[src/rtl/chocorol_secuenciador.sv]
// Program sequencer for the chocorol datapath: fetch / masked execute / write-back per instruction.
// Optional build macro CHOCOROL_SEC_BUCLE_EN repeats the program until parar.
module chocorol_secuenciador #(
  parameter int PROF = 16,
  parameter int AW   = 4
) (
  input  logic          clk,
  input  logic          rst,
  input  logic          prog_we,
  input  logic [AW-1:0] prog_dir,
  input  logic [19:0]   prog_dato,
  input  logic          inicio,
  input  logic [AW:0]   longitud,
  input  logic          parar,
  output logic [19:0]   Instruccion,
  input  logic [31:0]   Q_final,
  output logic [31:0]   resultado,
  output logic          resultado_valido,
  output logic          ocupado,
  output logic          fin,
  output logic [AW-1:0] pc,
  output logic [15:0]   contador
);

  typedef enum logic [2:0] {REPOSO, LEER, EJEC, ESCR, FIN} estado_t;

  localparam logic [AW:0] PROF_L = (AW+1)'(PROF);

  estado_t     estado, estado_sig;
  logic [19:0] mem [PROF];
  logic [19:0] ir;
  logic [AW:0] limite;
  logic [AW:0] lim_acept;
  logic        ultima;

  assign lim_acept = (longitud > PROF_L) ? PROF_L : longitud;
  assign ultima    = ({1'b0, pc} == (limite - (AW+1)'(1)));

  assign ocupado          = (estado != REPOSO);
  assign fin              = (estado == FIN);
  assign resultado_valido = (estado == ESCR);

  // NOTE: every variable written here gets a default first, so no path leaves it
  // unassigned and no latch is inferred.
  always_comb begin
    estado_sig = estado;
    unique case (estado)
      REPOSO: if (inicio) estado_sig = (lim_acept == '0) ? FIN : LEER;
      LEER:   estado_sig = parar ? FIN : EJEC;
      EJEC:   estado_sig = parar ? FIN : ESCR;
      ESCR: begin
        if (parar)       estado_sig = FIN;
        else if (ultima)
`ifdef CHOCOROL_SEC_BUCLE_EN
                         estado_sig = LEER;
`else
                         estado_sig = FIN;
`endif
        else             estado_sig = LEER;
      end
      FIN:     estado_sig = REPOSO;
      default: estado_sig = REPOSO;
    endcase
  end

  // NOTE: sequential state uses non-blocking assignments so every register samples
  // the pre-edge values regardless of statement order.
  always_ff @(posedge clk) begin
    if (rst) begin
      estado      <= REPOSO;
      pc          <= '0;
      contador    <= '0;
      resultado   <= '0;
      ir          <= '0;
      limite      <= '0;
      Instruccion <= '0;
    end else begin
      estado <= estado_sig;
      unique case (estado)
        REPOSO: if (inicio) begin
          limite   <= lim_acept;
          pc       <= '0;
          contador <= '0;
        end
        LEER: ir        <= mem[pc];
        EJEC: resultado <= Q_final;
        ESCR: begin
          if (contador != 16'hFFFF) contador <= contador + 16'd1;
          if (estado_sig == LEER) pc <= ultima ? '0 : pc + AW'(1);
        end
        default: ;
      endcase

      // Instruccion is registered for the state being entered: write enables are
      // stripped on entry to EJEC and released only on entry to ESCR.
      Instruccion <= '0;
      if (estado == LEER && estado_sig == EJEC)
        Instruccion <= {2'b00, mem[pc][17:0]};
      else if (estado == EJEC && estado_sig == ESCR)
        Instruccion <= ir;
    end
  end

  // NOTE: the program memory has no reset so a reset keeps the loaded program.
  always_ff @(posedge clk) begin
    if (!rst && estado == REPOSO && prog_we)
      mem[prog_dir] <= prog_dato;
  end

endmodule
[config.mk]
export PLATFORM = sky130hd
export DESIGN_NAME = chocorol_secuenciador
export DESIGN_NICKNAME = d
export VERILOG_FILES = /design/src/rtl/chocorol_secuenciador.sv
export SDC_FILE = /design/constraint.sdc
export NUM_CORES = 1
export LEC_CHECK = 0
export CAP_MARGIN = 20
export CORE_MARGIN = 3
export CORE_UTILIZATION = 25
export DETAILED_ROUTE_END_ITERATION = 10
export MAX_ROUTING_LAYER = met4
export SKIP_LAST_GASP = 1
export SLEW_MARGIN = 20
export SYNTH_ARGS = -nofsm -noshare
export SYNTH_HDL_FRONTEND = slang
export SYNTH_SLANG_ARGS = --single-unit
[constraint.sdc]
create_clock -name clk -period 3.05 [get_ports clk]
set_input_delay 0.4575 -clock clk [delete_from_list [all_inputs] [get_ports clk]]
set_output_delay 0.4575 -clock clk [all_outputs]
set_load 0.01 [all_outputs]
==> metrics.yaml <==
setup_path:
  cp_max_fo: 16
  cp_top_family: "buffers and inverters"
  max_stage_delay_ns: 0.57
  critPathBufInv: 3
  path_cells: "buf_4 -> nand3b_4 -> clkinv_1 -> clkdlybuf4s50_1"
  end_kind: "output port"
  worst_setup_path_start_kind: "register"
  crit_path_top_delay_cell: "clkdlybuf4s50_1"
  crit_type: "register to output port"
  worstPathArrival_ns: 2.17
  cp.required_ns: 2.59
global_routing:
  first_global_vias: 9510
  overflow: 0
  grt_antenna_before_repair: 4
  grt_max_degree: 34
  grt_usage_pct: 11.8
  grt_pass1_wl_um: 59600
floorplanning:
  io_pins: 141
  dieWidth_um: 262
  fp.dieH_um: 262
  dieArea_um2: 68500
  coreArea_um2: 64600
  row_count: 93
  initial_core_util_pct: 25.3
logic_synthesis:
  ys_warn_count: 0
  netlist_instances: 975
  syn_nets: 1044
  ys_seq_elements: 424
  synth_ff_type: "edfxtp_1"
  synth_edf_count: 320
  synth_area_leader_cell: "edfxtp_1"
  yosysUniqueCellTypes: 54
  avgSynthCellArea_um2: 16.8
  ys_async_sr_fraction_pct: 0
  seq_area_frac_synth_pct: 71.5
  synth_area_um2: 16400
  synth_area_leaders: "edfxtp_1, dfxtp_1, mux4_2, nand2_1, mux2_2"
  synth_top_area_share_pct: 58.8
route:
  drc: 0
  drtIter0Drc: 641
  ant_nets: 0
  vias: 9268
  wl_um: 39900
  drtPass1Iterations: 6
  avgViaCountPerCell: 4.53
  wire_per_inst_um: 19.5
clock_tree:
  clock_sinks: 424
  cts_inserted_buffers: 45
  cts-root-buf: "clkbuf_16"
  htreeDepth: 2
  clockBufferDepth: 3
  cts_setup_buffers: 0
  clk_latency_ns: 0.56
  cts_tree: "built"
  clk_pin_slew_ns: 0.06
  hold_buffers: 0
  post_cts_resized: 0
sta:
  slew_headroom_pct: 40.9
  period_share_pct: 86.2
  rsz0062_at_grt: "false"
  min_period_ns: 2.63
  skew_ns: 0.0127
  hold_violations: 0
  worst_slew_pin_slew_ns: 0.879
  max_freq_mhz: 380
  final_max_slew_viol_count: 0
  finalSetupTns_ns: 0
  setup_viol: 0
layout:
  seq_area_um2: 11700
  utilization_pct: 31.8
  drive_gt1_share_pct: 21.3
  nNetsFinal: 1221
  multiInputGateArea_um2: 4490
  area_growth_pct: 25.4
  num-fill-cells: 6252
status:
  status: "finished, final reports clean"
hold_path:
  hold_path.class: "input pin to register"
pwr:
  p_per_area_nw_per_um2: 586
  p_leak_nw: 6.35
  vdd_drop_max_uv: 417
  total_power_w: 0.0120
placement:
  dp_hpwl_um: 25500
  place_congestion: 0.806
  portBuffers: 140
run:
  maxCapViolations: 0
==> Yosys cell counts (4+ instances only) <==
cell	number
edfxtp_1	320
dfxtp_1	104
nand2_1	96
mux4_2	80
a21oi_1	46
nor2_1	38
clkbuf_1	34
mux2_2	26
a221o_1	19
nor2b_1	17
a22oi_1	16
mux2i_1	16
o21ai_0	16
buf_2	14
nor3_1	11
xnor2_1	10
nand3_1	9
nor3b_1	9
inv_1	8
or4_1	7
xor2_1	7
nor4_1	6
nand2b_1	5
nand3b_1	5
o211ai_1	5
and2_1	4
==> path summary, 6_finish.rpt <==
check                               start          endpoint  slack (ns)  cells past startpoint
worst max register to register  estado[2]        mem[2][14]        0.53                      6
worst min register to register     ir[12]   Instruccion[12]        0.45                      2
worst max-delay path            estado[2]  resultado_valido        0.42                      4
worst min-delay path                  rst     resultado[26]        0.43                      2
==> sequential cells by signal, summed over array words and instances (netlist names), named ones only <==
register and count:
ir 20, estado 3, Instruccion 20, pc 4, mem 320, contador 16
limite 5, resultado 32
==> area by class of cell <==
type                       count  share of cell area, %
inverter                       9                  0.165
antenna                        3                 0.0366
sequential                   424                   57.1
tap                          855                   5.22
clock inverter                27                   1.11
clock buffer                  56                   5.79
timing repair buffer         184                   8.73
multi-input combinational    488                   21.9
==> metrics by stage <==
step           setup WS, ns  std cells  area (um2)  hold WS (ns)
2_1_floorplan         0.119        975       16400         0.416
6_report              0.421       2046       20500         0.434
3_3_place_gp          0.558       1960       19100         0.426
3_5_place_dp          0.481       1960       19100         0.439
4_1_cts               0.396       2043       20500         0.393
5_1_grt               0.249       2046       20500         0.434
==> cells by family (layout without fill, tap and decap cells) <==
group                    count (synthesis)  count (layout)  synth area share (%)
AND/OR/NAND/NOR                        229             229                  7.03
other                                    0               3                     0
buffers and inverters                   63             276                  1.69
AO/OA/AOI/OAI                          117             117                  4.85
XOR/XNOR                                17              17                 0.911
multiplexers                           122             122                  13.8
flip-flops                             424             424                  71.5
adder cells (fa/ha/maj)                  3               3                 0.230
==> report_power, final <==
| group | internal (W) | switching [W] | total (W) |
|---|---|---|---|
| Sequential | 0.00626 | 0.0000256 | 0.00629 |
| Combinational | 0.000186 | 0.000259 | 0.000445 |
| Clock | 0.00303 | 0.00224 | 0.00528 |
==> per-layer routing <==
| layer | GRT usage [%] | part of all wire (%) |
|---|---|---|
| met4 | 2.99 | 2.0 |
| met1 | 15.0 | 43 |
| met2 | 19.0 | 48 |
| met3 | 3.07 | 6.9 |
| met5 | - | 0 |
==> cell usage in the layout, fill, tap and decap left out, drive strengths merged, types with 3 or more instances in the layout <==
master / netlist / routed
inv: 8 / 11
and2: 4 / 4
clkinv: 1 / 19
a221o: 19 / 19
clkdlybuf4s50: 0 / 139
or4: 7 / 7
mux2i: 16 / 16
nand3b: 6 / 6
nand3: 9 / 9
nor4: 8 / 8
a22oi: 16 / 16
bufinv: 0 / 3
a21oi: 46 / 46
clkinvlp: 0 / 3
nand2b: 5 / 5
ha: 3 / 3
dfxtp: 104 / 104
a211oi: 3 / 3
nor3: 12 / 12
nor2b: 17 / 17
mux2: 26 / 26
nand2: 96 / 96
xor2: 7 / 7
o211ai: 5 / 5
mux4: 80 / 80
edfxtp: 320 / 320
clkbuf: 34 / 56
diode: 0 / 3
or2: 3 / 3
buf: 20 / 45
xnor2: 10 / 10
nor2: 38 / 38
nor3b: 9 / 9
o21ai: 18 / 18
nand4: 3 / 3
Power figures use the tool's default switching activity.
